<file path="config.mk">
export PLATFORM = sky130hd
export DESIGN_NAME = crc_decoder_flat
export DESIGN_NICKNAME = d
export VERILOG_FILES = /design/src/rtl/crc_decoder_pkg.sv /design/src/rtl/crc_decoder_if.sv /design/src/rtl/crc8_update.sv /design/src/rtl/crc_decoder.sv /design/src/flat_wrapper.sv
export SDC_FILE = /design/constraint.sdc
export NUM_CORES = 1
export LEC_CHECK = 0
export BUFFER_PORTS_ARGS = -buffer_cell sky130_fd_sc_hd__buf_2
export CAP_MARGIN = 20
export CORE_UTILIZATION = 39
export CTS_CLUSTER_SIZE = 20
export DETAILED_ROUTE_END_ITERATION = 8
export SYNTH_ARGS = -nofsm -noshare
export SYNTH_HDL_FRONTEND = slang
export SYNTH_SLANG_ARGS = --single-unit
</file>
<file path="constraint.sdc">
create_clock -name clk -period 2.81 [get_ports clk]
set_input_delay 0.1405 -clock clk [delete_from_list [all_inputs] [get_ports clk]]
set_output_delay 0.1405 -clock clk [all_outputs]
set_load 0.01 [all_outputs]
</file>
<file path="src/rtl/crc_decoder_pkg.sv">
// Shared constants, FSM state encoding and the single-bit CRC-8 shift step
// used by the CRC-8 decoder (and the matching encoder).
package crc_pkg;

    localparam logic [7:0] CRC_POLY    = 8'h07;
    localparam logic [7:0] CRC_INIT    = 8'h00;
    localparam int         FRAME_BYTES = 4;
    localparam int         CNT_W       = 3;

    typedef enum logic [1:0] {
        ST_IDLE = 2'd0,
        ST_DATA = 2'd1,
        ST_CHK  = 2'd2,
        ST_OUT  = 2'd3
    } crc_state_e;

    // One MSB-first shift of the CRC register with conditional polynomial fold.
    function automatic logic [7:0] crc8_shift(input logic [7:0] crc_v);
        logic [7:0] res_v;
        if (crc_v[7]) begin
            res_v = {crc_v[6:0], 1'b0} ^ CRC_POLY;
        end else begin
            res_v = {crc_v[6:0], 1'b0};
        end
        return res_v;
    endfunction

endpackage

</file>
<file path="src/rtl/crc_decoder_if.sv">
// Byte-stream bus of the CRC decoder: upstream byte input with back-pressure
// and the downstream payload output with frame markers and CRC status.
interface crc_decoder_if;

    logic       pushin;
    logic       startin;
    logic [7:0] datain;
    logic       ready;
    logic       pushout;
    logic       startout;
    logic       endout;
    logic [7:0] dataout;
    logic       crcerr;

    modport master (
        output pushin, startin, datain,
        input  ready, pushout, startout, endout, dataout, crcerr
    );

    modport slave (
        input  pushin, startin, datain,
        output ready, pushout, startout, endout, dataout, crcerr
    );

endinterface

</file>
<file path="src/rtl/crc8_update.sv">
// Combinational CRC-8 byte update: folds one byte, MSB first, into a running
// CRC value. Shared between the encoder and decoder sides.
module crc8_update
    import crc_pkg::*;
(
    input  logic [7:0] crc_in,
    input  logic [7:0] byte_in,
    output logic [7:0] crc_out
);

    logic [7:0] crc_s;

    // XOR the byte into the register, then run eight polynomial shift steps.
    always_comb begin
        crc_s = crc_in ^ byte_in;
        for (int i = 0; i < 8; i++) begin
            crc_s = crc8_shift(crc_s);
        end
        crc_out = crc_s;
    end

endmodule

</file>
<file path="src/rtl/crc_decoder.sv">
// CRC-8 frame decoder: collects 4 payload bytes plus a CRC byte, checks the
// CRC and forwards the payload on 4 consecutive cycles with start/end markers
// and a CRC error flag on the last byte. Upstream is stalled while forwarding.
module crc_decoder
    import crc_pkg::*;
(
    input  logic          clk,
    input  logic          reset,
    crc_decoder_if.slave  bus
);

    localparam logic [CNT_W-1:0] LAST_IN_IDX  = CNT_W'(FRAME_BYTES - 1);
    localparam logic [1:0]       LAST_OUT_IDX = 2'(FRAME_BYTES - 1);

    crc_state_e       state_r;
    crc_state_e       state_nxt_s;
    logic [CNT_W-1:0] count_r;
    logic [CNT_W-1:0] count_nxt_s;
    logic [7:0]       crc_r;
    logic [7:0]       crc_nxt_s;
    logic             err_r;
    logic             err_nxt_s;
    logic [1:0]       out_cnt_r;
    logic [1:0]       out_cnt_nxt_s;
    logic [7:0]       buf_r [FRAME_BYTES];
    logic             buf_we_s;
    logic [1:0]       buf_idx_s;

    logic             accept_s;
    logic [7:0]       crc_seed_s;
    logic [7:0]       crc_upd_s;

    logic             ready_r;
    logic             pushout_r;
    logic             startout_r;
    logic             endout_r;
    logic             crcerr_r;
    logic [7:0]       dataout_r;
    logic             ready_nxt_s;
    logic             pushout_nxt_s;
    logic             startout_nxt_s;
    logic             endout_nxt_s;
    logic             crcerr_nxt_s;
    logic [7:0]       dataout_nxt_s;

    // A start byte always seeds the CRC from init, as does any byte seen in IDLE.
    always_comb begin
        if ((state_r == ST_IDLE) || bus.startin) begin
            crc_seed_s = CRC_INIT;
        end else begin
            crc_seed_s = crc_r;
        end
    end

    crc8_update u_crc8_update (
        .crc_in  (crc_seed_s),
        .byte_in (bus.datain),
        .crc_out (crc_upd_s)
    );

    // Next-state, datapath-update and output-next decode for the frame FSM.
    always_comb begin
        state_nxt_s    = state_r;
        count_nxt_s    = count_r;
        crc_nxt_s      = crc_r;
        err_nxt_s      = err_r;
        out_cnt_nxt_s  = out_cnt_r;
        buf_we_s       = 1'b0;
        buf_idx_s      = 2'd0;
        pushout_nxt_s  = 1'b0;
        startout_nxt_s = 1'b0;
        endout_nxt_s   = 1'b0;
        crcerr_nxt_s   = 1'b0;
        dataout_nxt_s  = dataout_r;
        accept_s       = bus.pushin & ready_r;

        case (state_r)
            ST_IDLE: begin
                if (accept_s && bus.startin) begin
                    buf_we_s    = 1'b1;
                    buf_idx_s   = 2'd0;
                    crc_nxt_s   = crc_upd_s;
                    count_nxt_s = CNT_W'(1);
                    state_nxt_s = ST_DATA;
                end else begin
                    state_nxt_s = ST_IDLE;
                end
            end
            ST_DATA: begin
                if (accept_s && bus.startin) begin
                    buf_we_s    = 1'b1;
                    buf_idx_s   = 2'd0;
                    crc_nxt_s   = crc_upd_s;
                    count_nxt_s = CNT_W'(1);
                    state_nxt_s = ST_DATA;
                end else if (accept_s) begin
                    buf_we_s    = 1'b1;
                    buf_idx_s   = count_r[1:0];
                    crc_nxt_s   = crc_upd_s;
                    count_nxt_s = count_r + CNT_W'(1);
                    if (count_r == LAST_IN_IDX) begin
                        state_nxt_s = ST_CHK;
                    end else begin
                        state_nxt_s = ST_DATA;
                    end
                end else begin
                    state_nxt_s = ST_DATA;
                end
            end
            ST_CHK: begin
                if (accept_s && bus.startin) begin
                    buf_we_s    = 1'b1;
                    buf_idx_s   = 2'd0;
                    crc_nxt_s   = crc_upd_s;
                    count_nxt_s = CNT_W'(1);
                    state_nxt_s = ST_DATA;
                end else if (accept_s) begin
                    // Latch the check result and launch byte 0 on the next cycle.
                    err_nxt_s      = (bus.datain != crc_r);
                    count_nxt_s    = CNT_W'(0);
                    out_cnt_nxt_s  = 2'd0;
                    pushout_nxt_s  = 1'b1;
                    startout_nxt_s = 1'b1;
                    dataout_nxt_s  = buf_r[0];
                    state_nxt_s    = ST_OUT;
                end else begin
                    state_nxt_s = ST_CHK;
                end
            end
            ST_OUT: begin
                // out_cnt_r is the index of the byte currently on dataout.
                if (out_cnt_r == LAST_OUT_IDX) begin
                    out_cnt_nxt_s = 2'd0;
                    crc_nxt_s     = CRC_INIT;
                    state_nxt_s   = ST_IDLE;
                end else begin
                    out_cnt_nxt_s = out_cnt_r + 2'd1;
                    pushout_nxt_s = 1'b1;
                    dataout_nxt_s = buf_r[out_cnt_nxt_s];
                    if (out_cnt_nxt_s == LAST_OUT_IDX) begin
                        endout_nxt_s = 1'b1;
                        crcerr_nxt_s = err_r;
                    end else begin
                        endout_nxt_s = 1'b0;
                        crcerr_nxt_s = 1'b0;
                    end
                    state_nxt_s = ST_OUT;
                end
            end
            default: begin
                state_nxt_s = ST_IDLE;
            end
        endcase

        ready_nxt_s = (state_nxt_s != ST_OUT);
    end

    // FSM state register.
    always_ff @(posedge clk or negedge reset) begin
        if (!reset) begin
            state_r <= ST_IDLE;
        end else begin
            state_r <= state_nxt_s;
        end
    end

    // Frame datapath: byte buffer, running CRC, counters and check result.
    always_ff @(posedge clk or negedge reset) begin
        if (!reset) begin
            count_r   <= CNT_W'(0);
            crc_r     <= CRC_INIT;
            err_r     <= 1'b0;
            out_cnt_r <= 2'd0;
            for (int i = 0; i < FRAME_BYTES; i++) begin
                buf_r[i] <= 8'h00;
            end
        end else begin
            count_r   <= count_nxt_s;
            crc_r     <= crc_nxt_s;
            err_r     <= err_nxt_s;
            out_cnt_r <= out_cnt_nxt_s;
            if (buf_we_s) begin
                buf_r[buf_idx_s] <= bus.datain;
            end
        end
    end

    // Registered bus outputs; ready comes up as 1 straight out of reset.
    always_ff @(posedge clk or negedge reset) begin
        if (!reset) begin
            ready_r    <= 1'b1;
            pushout_r  <= 1'b0;
            startout_r <= 1'b0;
            endout_r   <= 1'b0;
            crcerr_r   <= 1'b0;
            dataout_r  <= 8'h00;
        end else begin
            ready_r    <= ready_nxt_s;
            pushout_r  <= pushout_nxt_s;
            startout_r <= startout_nxt_s;
            endout_r   <= endout_nxt_s;
            crcerr_r   <= crcerr_nxt_s;
            dataout_r  <= dataout_nxt_s;
        end
    end

    assign bus.ready    = ready_r;
    assign bus.pushout  = pushout_r;
    assign bus.startout = startout_r;
    assign bus.endout   = endout_r;
    assign bus.crcerr   = crcerr_r;
    assign bus.dataout  = dataout_r;

endmodule

</file>
<file path="src/flat_wrapper.sv">
// flat-port wrapper written by rule: the top's interface ports become plain ports
module crc_decoder_flat import crc_pkg::*;
  (clk, reset, bus_pushin, bus_startin, bus_datain, bus_ready, bus_pushout, bus_startout, bus_endout, bus_dataout, bus_crcerr);
  crc_decoder_if bus_i ();
  input  logic clk;
  input  logic reset;
  input wire logic [$bits(bus_i.pushin)-1:0] bus_pushin;
  input wire logic [$bits(bus_i.startin)-1:0] bus_startin;
  input wire logic [$bits(bus_i.datain)-1:0] bus_datain;
  output wire logic [$bits(bus_i.ready)-1:0] bus_ready;
  output wire logic [$bits(bus_i.pushout)-1:0] bus_pushout;
  output wire logic [$bits(bus_i.startout)-1:0] bus_startout;
  output wire logic [$bits(bus_i.endout)-1:0] bus_endout;
  output wire logic [$bits(bus_i.dataout)-1:0] bus_dataout;
  output wire logic [$bits(bus_i.crcerr)-1:0] bus_crcerr;
  assign bus_i.pushin = bus_pushin;
  assign bus_i.startin = bus_startin;
  assign bus_i.datain = bus_datain;
  assign bus_ready = bus_i.ready;
  assign bus_pushout = bus_i.pushout;
  assign bus_startout = bus_i.startout;
  assign bus_endout = bus_i.endout;
  assign bus_dataout = bus_i.dataout;
  assign bus_crcerr = bus_i.crcerr;
  crc_decoder u_core (.clk(clk), .reset(reset), .bus(bus_i));
endmodule
</file>
**Word level (Yosys, flattened, before mapping)**

Cells that the tools add are included.

- Output and inout port bits: 13
- Flip-flop bits (word level): 61
- Logic and storage cells: 120

- Multiplexer cells: 59
- $lt $le $gt $ge: 3
- Bitwise logic cells: 13
- Reduce and logical (&&, ||, !) cells: 12
- $add $sub $neg: 2
- Eq/ne operators: 16

Operator list:

| kind | number |
|---|---|
| 8-bit 2-to-1 mux | 11 |
| 3-bit 2-to-1 mux | 13 |
| 32-bit bitwise mux | 1 |
| 3-bit NOT | 8 |
| 8-bit one-hot mux with 3 select lines | 1 |
| 2-bit 2-to-1 mux | 11 |
| 8-bit binary-select mux with 2-bit select | 1 |
| 8-bit demux with 2-bit select | 1 |
| 8-bit one-hot mux with 2 select lines | 1 |
| 1-bit 2-to-1 mux | 14 |
| 3-bit one-hot mux with 3 select lines | 1 |
| 3-bit AND reduction | 3 |
| 2-bit == test, second input constant | 4 |
| 2-bit != test, second input constant | 4 |
| 8-bit != test | 1 |
| 2-bit one-hot mux with 4 select lines | 1 |
| 4-bit AND reduction | 2 |
| 8-bit bitwise XOR | 1 |
| 3-bit >= comparator, second input constant | 2 |
| 2-bit by 1-bit != test with 1-bit output, second input constant | 3 |
| 3-bit by 1-bit != test with 1-bit output, second input constant | 2 |
| 2-bit NOT with 3-bit output | 2 |
| 1-bit one-hot mux with 2 select lines | 2 |
| 2-bit one-hot mux with 2 select lines | 1 |
| 13 further kinds | 14 |

**Depth between registers and ports, before layout**

- Depth after elaboration: 23
- Mapped depth: 10

**Cells and area by module**

From an unflattened synthesis, not the netlist that was laid out.

- Cell total of the unflattened synthesis: 267
- Area, all modules: 3256.9 um2

By module, submodules not included:

| module | instances | area an instance (um2) | cells each |
|---|---|---|---|
| crc_decoder | 1 | 3072.9 | 246 |
| crc8_update | 1 | 183.9 | 21 |

**Worst setup path before layout**

No wires, ideal clock.

- Path kind: flip-flop to flip-flop
- From: reg u_core.out_cnt_r[0]
- To: reg u_core.dataout_r[3] (netlist: u_core.bus.dataout[3])
- Data arrival time: 2.125 ns
- Path buffers: 3
- Path slack: 0.549 ns
- Period minus slack after synthesis: 2.261 ns
- Setup time: 0.136 ns
- Stages on the path, launching flop included: 9
- Required time: 2.674 ns
- Cells stage by stage: dfrtp_1 > clkbuf_1 > clkbuf_1 > inv_1 > ha_1 > buf_1 > mux4_2 > mux2i_1 > o21ai_0

- Longest elaborated chain between the ends: 7

RTL lines:

| what | RTL line | source |
|---|---|---|
| from (decl) | crc_decoder.sv:23 | `logic [1:0] out_cnt_r;` |
| from (signal assigned) | crc_decoder.sv:181 | `out_cnt_r <= out_cnt_nxt_s;` |
| 2-bit by 1-bit adder with 2-bit output | crc_decoder.sv:137 | `out_cnt_nxt_s = out_cnt_r + 2'd1;` |
| 2-bit NOT with 3-bit output (not written as such) | crc_decoder.sv:139 | `dataout_nxt_s = buf_r[out_cnt_nxt_s];` |
| 8-bit binary-select mux with 2-bit select | crc_decoder.sv:139 |  |
| 8-bit 2-to-1 mux (not written as such) (2 in a row) | crc_decoder.sv:139 |  |
| 8-bit 2-to-1 mux | crc_decoder.sv:132 | `if (out_cnt_r == LAST_OUT_IDX) begin` |
| 8-bit one-hot mux with 2 select lines | crc_decoder.sv:77 | `case (state_r)` |
| to (signal assigned) | crc_decoder.sv:203 | `dataout_r <= dataout_nxt_s;` |
| to (decl) | crc_decoder.sv:38 | `logic [7:0] dataout_r;` |

Several ways; a longest one is shown, not always the timed one. The select of a mux whose other input is x is not followed.
A chain may end at the register's enable or synchronous reset.

**Final worst setup path**

- From: reg u_core.state_r[1]
- To: reg u_core.buf_r[20] (netlist name)

- Longest elaborated chain between the ends: 8

RTL lines:

| what | RTL line | source |
|---|---|---|
| from (decl) | crc_decoder.sv:15 | `crc_state_e state_r;` |
| from (signal assigned) | crc_decoder.sv:163 | `state_r <= state_nxt_s;` |
| 2-bit by 1-bit == test with 1-bit output | crc_decoder.sv:77 |  |
| 2-bit 2-to-1 mux | - |  |
| 2-bit NOT with 3-bit output (not written as such) | crc_decoder.sv:183 | `buf_r[buf_idx_s] <= bus.datain;` |
| 3-bit >= comparator (not written as such) / 3-bit by 1-bit < comparator with 1-bit output (equally long branches) | crc_decoder.sv:183 |  |
| 1-bit logical AND (not written as such) | crc_decoder.sv:183 |  |
| 8-bit 2-to-1 mux (not written as such) | crc_decoder.sv:183 |  |
| 8-bit demux with 2-bit select | crc_decoder.sv:183 |  |
| 32-bit bitwise mux | crc_decoder.sv:183 |  |
| to (signal, indexed assignment) | crc_decoder.sv:183 |  |
| to (decl) | crc_decoder.sv:25 | `logic [7:0] buf_r [FRAME_BYTES];` |

Several ways; a longest one is shown, not always the timed one.

==> flow_metrics.env <==
export IMPL_fin_crit_sh_pct=88.7
export IMPL_leakagePower_nw=1.67
export IMPL_hpwlAfterDp_mm=4.85
export IMPL_setup_viol=0
export IMPL_cts_tree="done"
export IMPL_antenna_found_initial=0
export IMPL_required_ns=3.04
export IMPL_grt_overflow=0
export IMPL_rsz0062_at_grt="false"
export IMPL_seq_power_share_pct=40.2
export IMPL_synthTopCellsByArea="dfrtp_1, mux2_2, xnor2_1"
export IMPL_p_per_area_mw_per_mm2=1030
export IMPL_synth_seq_cells=61
export IMPL_fmax_mhz=401
export IMPL_start_util_pct=40.0
export IMPL_die_h_um=93.6
export IMPL_yosysUniqueCellTypes=53
export IMPL_cts_root_buffer="clkbuf_8"
export IMPL_p_clk_share_pct=20.8
export IMPL_post_route_cells_drive_above_1_share_pct=31.3
export IMPL_post_cts_buffers=0
export IMPL_syn_avg_cell_area_um2=11.9
export IMPL_grt_met1_usage_pct=24.1
export IMPL_p_sw_mw=1.30
export IMPL_grt_usage_pct=17.6
export IMPL_ys_seq_area_share_pct=46.7
export IMPL_hold_path_class="in -> reg"
export IMPL_synth_top_cell_area_share_pct=45.9
export IMPL_use_met2_pct=27.1
export IMPL_grt_pass1_wl_mm=11.4
export IMPL_cp_end_kind="flip-flop"
export IMPL_syn_area_mm2=0.00327
export IMPL_nets=323
export IMPL_arrival_ns=2.72
export IMPL_timing_critical_path_from="u_core.state_r[1]"
export IMPL_setup_worst_path_end="u_core.buf_r[20]"
export IMPL_grt_busiest_layer="met2"
export IMPL_place_gp_congestion=0.926
export IMPL_tightest_slew_ns=0.795
export IMPL_die_w_um=93.6
export IMPL_synth_nets=297
export IMPL_vias=2175
export IMPL_clock_latency_ns=0.35
export IMPL_rrSetupSlack_ns=0.32
export IMPL_clk_pin_slew_ns=0.07
export IMPL_slew_violations=0
export IMPL_clock_path_buffers=2
export IMPL_finalHoldViolations=0
export IMPL_yosysWarningCount=0
export IMPL_grt_start_max_net_pins=36
export IMPL_core_area_mm2=0.00818
export IMPL_yosysTopAreaCell="dfrtp_1"
export IMPL_ios=25
export IMPL_portBuffers=24
export IMPL_r2r_end="u_core.buf_r[20]"
export IMPL_final_util_pct=45.4
export IMPL_r2r_cells=7
export IMPL_cts_resized=0
export IMPL_dominantRegCellSynth="dfrtp_1"
export IMPL_hold_buffers=1
export IMPL_rows=33
export IMPL_synth_edf_count=0
export IMPL_maxCapViolCount=0
export IMPL_diodes=0
export IMPL_status="complete, no violations"
export IMPL_setup_tns_ns=0
export IMPL_fillCellCount=775
export IMPL_routedWlPerCell_um=16.5
export IMPL_p_comb_share_pct=39.0
export IMPL_antenna_left=0
export IMPL_use_met3_pct=3.66
export IMPL_grt_pass1_vias=2153
export IMPL_cp_max_fo=8
export IMPL_cts_sinks=61
export IMPL_layout_commonest_cell="dfrtp_1"
export IMPL_h_tree_depth=3
export IMPL_areaGrowthSynthToFinish_pct=13.4
export IMPL_final_cell_mix="dfrtp_1, mux2_2, xnor2_1, buf_2, nand2_1"
export IMPL_drt_iter0_drc=78
export IMPL_peakVddDrop_mv=0.348
export IMPL_r2r_start="u_core.state_r[1]"
export IMPL_numCtsBuffers=9
export IMPL_finalClockSkew_ns=0.00841
export IMPL_cp_start_kind="flip-flop"
export IMPL_first_pass_iters=4
export IMPL_internal_power_mw=2.51
export IMPL_crit_type="reg -> reg"
export IMPL_drt_wl_total_mm=6.81
export IMPL_dieArea_mm2=0.00876
export IMPL_fin_crit_ns=2.49
export IMPL_slew_headroom_pct=47.0
export IMPL_syn_inst=276
export IMPL_p_sw_share_pct=34.2
export IMPL_async_reset_ff_share_pct=100
export IMPL_viasPerCell=5.28
export IMPL_drc=0
==> state kept, by name (all words and copies together), names as in the netlist, 2 cells and up <==
name / count
u_core.buf_r: 32
u_core.bus.dataout: 8
u_core.crc_r: 8
u_core.count_r: 3
u_core.out_cnt_r: 2
u_core.state_r: 2
==> metal layers <==
layer  vias to the layer above  share of wire [%]
li1                       1024                  -
met1                      1101                 48
met2                        40                 48
met3                        10                3.2
met4                         0                1.3
met5                         -                  0
==> worst min-delay path by stage <==
stage                  start               endpoint  slack (ns)  cells after the start
4_1_cts        bus_datain[0]       u_core.buf_r[24]        0.13                      2
6_report       bus_datain[0]        u_core.buf_r[0]        0.14                      2
5_1_grt        bus_datain[0]        u_core.buf_r[0]        0.13                      2
3_3_place_gp           reset  u_core.bus.dataout[3]        0.27                      1
3_5_place_dp           reset  u_core.bus.dataout[3]        0.28                      1
2_1_floorplan          reset        u_core.buf_r[0]       -0.16                      0
==> through the flow <==
stage | cells | cell area [um^2] | power (mW) | setup WS, ns | hold slack [ns]
2_1_floorplan | 276 | 3270 | 2.67 | 0.549 | -0.155
3_3_place_gp | 395 | 3500 | 2.99 | 0.426 | 0.272
3_5_place_dp | 395 | 3500 | 3.04 | 0.344 | 0.283
4_1_cts | 412 | 3710 | 3.85 | 0.311 | 0.131
5_1_grt | 412 | 3710 | 4.09 | 0.172 | 0.134
6_report | 412 | 3710 | 3.81 | 0.318 | 0.140
==> worst max-delay path, stage by stage (launching register included) <==
cell     delay, ns
dfrtp_1       0.42
inv_1         0.10
ha_1          0.27
inv_1         0.10
or4_1         0.58
inv_1         0.12
and3_1        0.40
mux2_2        0.39
==> synth_stat cells (2+ instances only) <==
master / count
mux2_2: 34
a22o_1: 4
nor2b_1: 3
dfrtp_1: 60
mux4_2: 5
a211oi_1: 2
o21ai_0: 18
nor3_4: 2
o22ai_1: 2
mux2i_1: 5
xnor3_1: 2
buf_1: 2
inv_1: 10
nand2_1: 22
nand3_1: 3
nor2_1: 4
nand4_1: 3
nand2b_1: 4
o31ai_1: 2
or2_2: 2
buf_2: 3
xnor2_1: 25
nor3_1: 2
or4_1: 2
xor2_1: 6
clkbuf_1: 10
a21oi_1: 5
ha_1: 9
==> power groups by stage <==
| stage | clock [mW] | sequential [mW] | combinational [mW] |
|---|---|---|---|
| after detailed placement | 0 | 1.55 | 1.49 |
| final | 0.793 | 1.53 | 1.49 |
| after global placement | 0 | 1.53 | 1.46 |
| after floorplan | 0 | 1.50 | 1.17 |
| after CTS | 0.811 | 1.53 | 1.50 |
| after global routing | 0.851 | 1.58 | 1.65 |
==> kinds of logic (layout without fill, tap and decap cells) <==
| group | Yosys count | count (layout) | share of synthesized area (%) |
|---|---|---|---|
| multiplexers | 44 | 44 | 16.7 |
| AO/OA/AOI/OAI | 44 | 44 | 8.87 |
| AND/OR/NAND/NOR | 57 | 57 | 9.98 |
| flip-flops | 61 | 61 | 46.7 |
| buffers and inverters | 26 | 57 | 3.21 |
| adder cells (fa/ha/maj) | 9 | 9 | 3.44 |
| XOR/XNOR | 35 | 35 | 11.2 |
==> final cells by class <==
class | instances | area (um^2) | area share [%]
multi-input combinational | 189 | 1640 | 44.2
sequential | 61 | 1530 | 41.2
timing repair buffer | 31 | 175 | 4.72
clock buffer | 10 | 138 | 3.71
tap | 105 | 131 | 3.54
clock inverter | 6 | 62.6 | 1.69
inverter | 10 | 37.5 | 1.01
(Power assumes the default switching activity.)
